==> src/rtl/hazard_ctrl_pkg.sv <==
// Shared state encodings and opcode constants for the IF/ID hazard controller.
// hazard_ctrl optionally adds performance counters when HAZARD_PERF_EN is defined.
package hazard_pkg;

  typedef enum logic [2:0] {
    ST_RST    = 3'd0,
    ST_RUN    = 3'd1,
    ST_LSTALL = 3'd2,
    ST_BFLUSH = 3'd3,
    ST_IWAIT  = 3'd4
  } state_e;

  localparam logic [6:0] OP_LUI    = 7'b0110111;
  localparam logic [6:0] OP_AUIPC  = 7'b0010111;
  localparam logic [6:0] OP_JAL    = 7'b1101111;
  localparam logic [6:0] OP_RTYPE  = 7'b0110011;
  localparam logic [6:0] OP_STORE  = 7'b0100011;
  localparam logic [6:0] OP_BRANCH = 7'b1100011;

endpackage

==> src/rtl/hazard_ctrl_detect.sv <==
// Combinational load-use detector: decides which ID sources are real reads
// and whether the load in EX writes one of them.
module hazard_detect
  import hazard_pkg::*;
(
  input  logic       mem_read_ex_i,
  input  logic [4:0] rd_ex_i,
  input  logic [4:0] rs1_id_i,
  input  logic [4:0] rs2_id_i,
  input  logic [6:0] opcode_id_i,
  output logic       load_use_o
);

  logic uses_rs1;
  logic uses_rs2;

  assign uses_rs1 = !((opcode_id_i == OP_LUI) || (opcode_id_i == OP_AUIPC) ||
                      (opcode_id_i == OP_JAL));
  assign uses_rs2 = (opcode_id_i == OP_RTYPE) || (opcode_id_i == OP_STORE) ||
                    (opcode_id_i == OP_BRANCH);

  // x0 is never a real dependency, even when a load names it.
  assign load_use_o = mem_read_ex_i && (rd_ex_i != 5'd0) &&
                      (((rd_ex_i == rs1_id_i) && uses_rs1) ||
                       ((rd_ex_i == rs2_id_i) && uses_rs2));

endmodule

==> src/rtl/hazard_ctrl.sv <==
// IF/ID front-end hazard sequencer with Mealy output decode.
// Define HAZARD_PERF_EN to add the stall_cycles / flush_events counters.
//
// state  | meaning
// RST    | pipeline held and both stage registers flushed
// RUN    | normal flow, all hazards checked
// LSTALL | cycle after a load-use stall; EX holds a bubble
// BFLUSH | cycle after a taken branch; EX holds a bubble
// IWAIT  | waiting for instruction memory
module hazard_ctrl
  import hazard_pkg::*;
(
  input  logic        clk,
  input  logic        reset,
  input  logic        MemRead_EX,
  input  logic [4:0]  RD_EX,
  input  logic [4:0]  RS1_ID,
  input  logic [4:0]  RS2_ID,
  input  logic [6:0]  OPCODE_ID,
  input  logic        PCSrc_EX,
  input  logic        imem_ready,
  output logic        PC_write,
  output logic        IF_ID_write,
  output logic        IF_ID_flush,
  output logic        ID_EX_flush,
  output logic [2:0]  state_o
`ifdef HAZARD_PERF_EN
  ,
  output logic [31:0] stall_cycles,
  output logic [31:0] flush_events
`endif
);

  state_e state_q, state_d;
  logic   load_use;

  hazard_detect u_detect (
    .mem_read_ex_i (MemRead_EX),
    .rd_ex_i       (RD_EX),
    .rs1_id_i      (RS1_ID),
    .rs2_id_i      (RS2_ID),
    .opcode_id_i   (OPCODE_ID),
    .load_use_o    (load_use)
  );

  always_comb begin
    state_d     = state_q;
    PC_write    = 1'b1;
    IF_ID_write = 1'b1;
    IF_ID_flush = 1'b0;
    ID_EX_flush = 1'b0;
    // Reset overrides the decode so the front end is held before the first edge too.
    if (!reset) begin
      PC_write    = 1'b0;
      IF_ID_write = 1'b0;
      IF_ID_flush = 1'b1;
      ID_EX_flush = 1'b1;
      state_d     = ST_RST;
    end else begin
      case (state_q)
        ST_RST: begin
          PC_write    = 1'b0;
          IF_ID_write = 1'b0;
          IF_ID_flush = 1'b1;
          ID_EX_flush = 1'b1;
          state_d     = ST_RUN;
        end
        ST_RUN, ST_LSTALL, ST_BFLUSH: begin
          if (PCSrc_EX && (state_q != ST_BFLUSH)) begin
            IF_ID_flush = 1'b1;
            ID_EX_flush = 1'b1;
            state_d     = ST_BFLUSH;
          end else if (!imem_ready) begin
            PC_write    = 1'b0;
            IF_ID_write = 1'b0;
            ID_EX_flush = 1'b1;
            state_d     = ST_IWAIT;
          end else if (load_use && (state_q == ST_RUN)) begin
            PC_write    = 1'b0;
            IF_ID_write = 1'b0;
            ID_EX_flush = 1'b1;
            state_d     = ST_LSTALL;
          end else begin
            state_d = ST_RUN;
          end
        end
        ST_IWAIT: begin
          if (PCSrc_EX) begin
            IF_ID_flush = 1'b1;
            ID_EX_flush = 1'b1;
            state_d     = ST_BFLUSH;
          end else if (!imem_ready) begin
            PC_write    = 1'b0;
            IF_ID_write = 1'b0;
            ID_EX_flush = 1'b1;
            state_d     = ST_IWAIT;
          end else begin
            state_d = ST_RUN;
          end
        end
        default: begin
          PC_write    = 1'b0;
          IF_ID_write = 1'b0;
          IF_ID_flush = 1'b1;
          ID_EX_flush = 1'b1;
          state_d     = ST_RST;
        end
      endcase
    end
  end

  always_ff @(posedge clk) begin
    if (!reset) state_q <= ST_RST;
    else        state_q <= state_d;
  end

  assign state_o = state_q;

`ifdef HAZARD_PERF_EN
  logic [31:0] stall_q;
  logic [31:0] flush_q;

  always_ff @(posedge clk) begin
    if (!reset) begin
      stall_q <= 32'd0;
      flush_q <= 32'd0;
    end else if (state_q != ST_RST) begin
      if (!PC_write)  stall_q <= stall_q + 32'd1;
      if (IF_ID_flush) flush_q <= flush_q + 32'd1;
    end
  end

  assign stall_cycles = stall_q;
  assign flush_events = flush_q;
`endif

endmodule

==> config.mk <==
export PLATFORM = sky130hd
export DESIGN_NAME = hazard_ctrl
export DESIGN_NICKNAME = d
export VERILOG_FILES = /design/src/rtl/hazard_ctrl_pkg.sv /design/src/rtl/hazard_ctrl_detect.sv /design/src/rtl/hazard_ctrl.sv
export SDC_FILE = /design/constraint.sdc
export NUM_CORES = 1
export LEC_CHECK = 0
export CAP_MARGIN = 20
export CORE_AREA = 4 4 41 43
export DETAILED_ROUTE_END_ITERATION = 10
export DIE_AREA = 0 0 45 47
export DONT_BUFFER_PORTS = 1
export GPL_ROUTABILITY_DRIVEN = 0
export PLACE_DENSITY_LB_ADDON = 0.25
export SLEW_MARGIN = 0
export SYNTH_ARGS = -nofsm -noshare
export SYNTH_HDL_FRONTEND = slang
export SYNTH_SLANG_ARGS = --single-unit
export TNS_END_PERCENT = 1
==> constraint.sdc <==
create_clock -name clk -period 1.9 [get_ports clk]
set_input_delay 0.38 -clock clk [delete_from_list [all_inputs] [get_ports clk]]
set_output_delay 0.38 -clock clk [all_outputs]
set_load 0.005 [all_outputs]
==> flow_summary.yaml, run 1 <==
hold_path:
  min_from: "imem_ready"
  hold_depth: 1
  hp-class: "in2reg"
  hold_end: "state_o[2]"
sta:
  period_share: 0.960
  final_hold_viol_count: 0
  worst_hold_slack_ns: 0.219
  skew_ns: 0.00558
  rsz0062_at_grt: "true"
  fin_tns_setup_ns: 0
  clock.fmax_mhz: 548
  setup_viol: 0
  maxSlewHeadroom: 0.775
  finalMaxSlewViolations: 0
  worst_pin_slew_ns: 0.334
  worst_slack_ns: 0.0751
  fin_crit_ns: 1.82
clocking:
  ctsHoldBuffers: 0
  clk-insertion-delay-late_ns: 0.23
  h-tree-depth: 1
  clockRootBuffer: "clkbuf_4"
  clockBufferDepth: 2
  cts_tree: "yes"
  clock-sinks: 3
  cts-buffers-inserted: 3
  clk_pin_slew_ns: 0.04
  post_cts_resized: 0
  cts_setup_buffers: 0
layout:
  area.growth.synth_to_final_pct: 9.92
  final_area_um2: 513
  n_fill_cell: 136
  largest_reg_flops: 3
  diodes: 0
  final-instance-count-excl-fill: 87
  drive_gt1_frac: 0.125
  fin_nets: 100
placed_design:
  dp_hpwl_um: 976
  place.port_buffers: 0
  place_ws_ns: 0.212
  place_inst: 83
  placed_cell_area_um2: 483
route:
  drt_iter0_markers: 23
  ant_nets: 0
  drc: 0
  dr.pass1.iters: 4
  vias: 514
  vias_per_cell: 5.91
  wire_per_inst_um: 14.1
  wirelength_um: 1230
synthesis:
  synthCells: 69
  yosysMostFrequentCell: "xnor2_1"
  yosysWarnings: 0
  synth_edf_count: 0
  ys_async_sr_fraction: 0
  ys_seq_area_frac: 0.129
  synth_top_area_share: 0.150
  avgSynthCellArea_um2: 6.76
  synth_area_um2: 467
  synthTopCellsByCount: "xnor2_1 (8), nor2_1 (7), nand2_1 (6), o21ai_0 (6), a21oi_1 (5)"
  synth_area_leaders: "xnor2_1 (15%), dfxtp_1 (13%), o21ai_0 (6.4%)"
  synth_nets: 96
  synth_cell_types: 27
  synth-main-ff-cell: "dfxtp_1"
  yosysTopAreaCell: "xnor2_1"
  ys_ff_latch: 3
job:
  max_cap_viol_count: 0
power:
  irDropWorstVdd_uv: 484
  power.density_nw_per_um2: 555
  leakagePower_nw: 0.177
critical_path:
  cpPeakStageDelay_ns: 0.30
  cp_max_fo: 3
  start_kind: "register"
  critPathTopFamily: "compound AO/OA/AOI/OAI gates"
  cp_data_required_time_ns: 1.52
  crit_buf_inv: 0
  slowest_stage: "dfxtp_1"
  rr_worst_depth: 6
  rrSetupSlack_ns: 0.47
  path_class: "reg2out"
  reg2reg_from: "state_o[2]"
  timing.rr.end: "state_o[0]"
  crit_path_end_kind: "output pin"
  cp_data_arrival_time_ns: 1.44
  critical_path.cell_chain: "nand4bb_1, a21oi_2, nor4b_2, a31oi_1, a22o_1"
die:
  io_pins: 34
  start_util: 0.359
  core_um2: 1300
  num_rows: 13
  die_w_um: 45
  die_h_um: 47
  dieArea_um2: 2120
global_route:
  track_usage: 0.113
  grt_overflow: 0
  grt_pass1_vias: 412
  grt_max_degree: 12
  antenna_found_initial: 0
  grt_pass1_wl_um: 1810
status:
  outcome: "completed"
[layout make-up]
cell class / instances / area [um2] / share of cell area
well taps: 15 / 18.8 / 0.0366
flip-flops and latches: 3 / 60.1 / 0.117
repair buffers: 4 / 30.0 / 0.0585
multi-input cells: 59 / 370 / 0.722
inverters: 2 / 7.51 / 0.0146
clock buffers: 4 / 26.3 / 0.0512
[kinds of logic after synthesis]
group                  count (synthesis)  synth area share
XOR/XNOR                              11             0.206
AO/OA/AOI/OAI                         18             0.236
buffers and inverters                  7            0.0858
AND/OR/NAND/NOR                       30             0.343
flip-flops                             3             0.129
[how the worst max path moves through the flow]
stage	to	cells after the start	slack [ns]	start
2_1_floorplan	PC_write	7	0.13	state_o[0]
3_3_place_gp	PC_write	5	0.24	RD_EX[4]
3_5_place_dp	IF_ID_write	5	0.21	RD_EX[1]
4_1_cts	IF_ID_write	5	0.004	state_o[1]
5_1_grt	IF_ID_write	5	-0.03	state_o[1]
6_report	IF_ID_write	5	0.08	state_o[2]
[cells in the final DEF (no fill, tap or decap), drive strengths merged]
master / n
nand2: 6
nand2b: 1
a22o: 2
dfxtp: 3
nand3: 4
buf: 4
nor3: 4
o21a: 1
nor4: 1
xnor2: 8
xor2: 3
nor2: 7
nor3b: 1
inv: 2
and2: 2
a31oi: 1
nand4bb: 1
nor4b: 1
a2bb2oi: 1
a311oi: 1
a21oi: 5
clkbuf: 4
o21ai: 6
nand4: 2
o22ai: 1
[through the flow]
stage                     total power, mW  utilization
after floorplan                     0.162            -
after global placement              0.170        0.371
after detailed placement            0.169        0.371
after CTS                           0.289        0.391
after global routing                0.311        0.394
final                               0.285        0.394
[report_power, final]
| part | switching (mW) | internal [mW] |
|---|---|---|
| clock | 0.0350 | 0.0788 |
| sequential | 0.00251 | 0.0685 |
| combinational | 0.0510 | 0.0487 |
| total | 0.0885 | 0.196 |
[worst register-to-register path, delay by kind of cell (launching register included)]
family	cells	cell delay, ns
compound gates	3	0.45
flops	1	0.30
buf+inv	1	0.16
simple gates	2	0.41
[per-layer routing]
| metal | vias to the layer above | wire [um] | global-route usage |
|---|---|---|---|
| met5 | - | 0 | 0 |
| met4 | 0 | 0 | 0 |
| met3 | 0 | 167 | 0.0421 |
| met2 | 34 | 585 | 0.201 |
| met1 | 228 | 475 | 0.139 |
| li1 | 252 | - | - |
(Power assumes the default switching activity.)
==> run 2, diff against run 1 <==
--- a/config.mk
+++ b/config.mk
@@ -6,10 +6,9 @@
 export NUM_CORES = 1
 export LEC_CHECK = 0
 export CAP_MARGIN = 20
-export CORE_AREA = 4 4 41 43
+export CORE_MARGIN = 4
+export CORE_UTILIZATION = 33
 export DETAILED_ROUTE_END_ITERATION = 10
-export DIE_AREA = 0 0 45 47
-export DONT_BUFFER_PORTS = 1
 export GPL_ROUTABILITY_DRIVEN = 0
 export PLACE_DENSITY_LB_ADDON = 0.25
 export SLEW_MARGIN = 0
==> run 2 against run 1 <==
- the flow now finishes with violations (negative setup slack)
- critical path depth increased by 3
- combinational power is 100% higher
- final area rose by 78%
==> flow_summary.yaml, run 2 (synthesized netlist as in run 1, its figures left out) <==
status:
  outcome: "finished, violations left"
  failed_checks: "negative setup slack"
placed_design:
  place.port_buffers: 33
  place_inst: 123
  dp_hpwl_um: 1340
  place_ws_ns: -0.800
sta:
  finalMaxSlewViolations: 0
  setup_viol: 3
  maxSlewHeadroom: 0.756
  fin_tns_setup_ns: -0.508
  clock.fmax_mhz: 473
  worst_slack_ns: -0.215
  final_hold_viol_count: 0
  rsz0062_at_grt: "true"
  period_share: 1.11
  fin_crit_ns: 2.12
  skew_ns: 0.00103
  worst_pin_slew_ns: 0.362
clocking:
  h-tree-depth: 1
  clk_pin_slew_ns: 0.04
  cts-buffers-inserted: 3
  clockRootBuffer: "clkbuf_4"
  cts_tree: "yes"
  ctsHoldBuffers: 0
  clockBufferDepth: 2
  clock-sinks: 3
  clk-insertion-delay-late_ns: 0.23
critical_path:
  timing.rr.end: "state_o[0]"
  reg2reg_from: "state_o[2]"
  cp_data_required_time_ns: 1.52
  start_kind: "input pin"
  rrSetupSlack_ns: 0.32
  rr_worst_depth: 7
  crit_path_end: "IF_ID_write"
  crit_path_end_kind: "output pin"
  startpoint: "RS2_ID[2]"
  cp_max_fo: 2
  cp_data_arrival_time_ns: 1.74
  path_class: "in2out"
layout:
  largest_reg_flops: 3
  layout_commonest_cell: "dlygate4sd2_1"
  final-instance-count-excl-fill: 130
  fin_nets: 143
  drive_gt1_frac: 0.278
  area.growth.synth_to_final_pct: 95.4
  final_cell_mix: "dlygate4sd2_1 (17), buf_4 (14), xnor2_1 (8)"
  diodes: 0
power:
  leakagePower_nw: 0.399
  p_seq_frac: 0.185
  power.density_nw_per_um2: 421
  irDropWorstVdd_uv: 314
  p_comb_frac: 0.528
  intPower_mw: 0.262
  switching_share: 0.317
  pwr-share-clk: 0.287
  switchingPower_mw: 0.121
route:
  ant_nets: 0
  vias_per_cell: 5.13
  dr.pass1.iters: 4
  wire_per_inst_um: 13.3
  wirelength_um: 1730
  drc: 0
  vias: 667
  drt_iter0_markers: 8
global_route:
  grt_overflow: 0
  grt_pass1_vias: 692
  track_usage: 0.178
  grt_use_met2: 0.320
  gr-usage-met1: 0.192
  busiest_layer: "met2"
  antenna_found_initial: 0
  grt_pass1_wl_um: 2770
  gr-usage-met3: 0.0474
  grt_max_degree: 12
hold_path:
  hp-class: "in2reg"
  hold_depth: 2
die:
  dieArea_um2: 2080
  num_rows: 13
  die_h_um: 45.6
  core_um2: 1320
  start_util: 0.354
  die_w_um: 45.6
  io_pins: 34
job:
  max_cap_viol_count: 0
## run 2: cell types whose count changed in the layout (fill, tap and decap cells not counted), moves of 4 or more
cell and change:
dlygate4sd2_1 +17, clkdlybuf4s50_1 +4, buf_4 +10, buf_2 +4
clkdlybuf4s15_1 +5
## run 2: final cells by class
| type | count | area (um2) |
|---|---|---|
| clock buffer | 4 | 26.3 |
| fill | 122 | 405 |
| inverter | 2 | 7.51 |
| multi-input combinational | 59 | 402 |
| sequential | 3 | 60.1 |
| tap | 15 | 18.8 |
| timing repair buffer | 47 | 398 |
## run 2: worst min-delay path by stage
| stage | endpoint | startpoint | slack (ns) |
|---|---|---|---|
| 6_report | state_o[2] | imem_ready | 0.53 |
| 5_1_grt | state_o[2] | imem_ready | 0.53 |
| 4_1_cts | state_o[2] | imem_ready | 0.53 |
| 3_5_place_dp | state_o[0] | state_o[2] | 0.72 |
| 3_3_place_gp | state_o[0] | state_o[2] | 0.71 |
| 2_1_floorplan | state_o[2] | imem_ready | 0.45 |
## run 2: worst max-delay path, cell delays in order
cell and delay, ns:
dlygate4sd2_1 0.24, xnor2_1 0.15, nand2_1 0.11, nor4b_4 0.27, a31oi_1 0.09, a22o_1 0.25
buf_4 0.14, buf_6 0.10
## run 2: stage by stage
| stage | instance area, um2 | hold slack, ns | power (mW) | util |
|---|---|---|---|---|
| after floorplan | 467 | 0.452 | 0.162 | - |
| after global placement | 866 | 0.708 | 0.271 | 0.657 |
| after detailed placement | 866 | 0.724 | 0.275 | 0.657 |
| after CTS | 900 | 0.532 | 0.381 | 0.683 |
| after global routing | 912 | 0.531 | 0.413 | 0.692 |
| final | 912 | 0.528 | 0.384 | 0.692 |
## run 2: power groups by stage
stage               Clock (mW)  Combinational, mW  Sequential [mW]
finish                   0.110              0.203           0.0710
global route             0.121              0.221           0.0715
CTS                      0.112              0.198           0.0710
detailed placement           0              0.203           0.0719
global placement             0              0.199           0.0718
floorplan                    0             0.0890           0.0731
## run 2: layer usage
metal,up-vias,part of all wire
met1,298,0.37
met5,-,0
li1,340,-
met2,29,0.52
met4,0,0
met3,0,0.11
## run 2: timing repair
action                     in CTS  in global routing
setup endpoints to repair       4                  4
pin swaps                      21                  4
setup buffers                   3                  0
gates cloned                    0                  0
resized for setup              61                  2
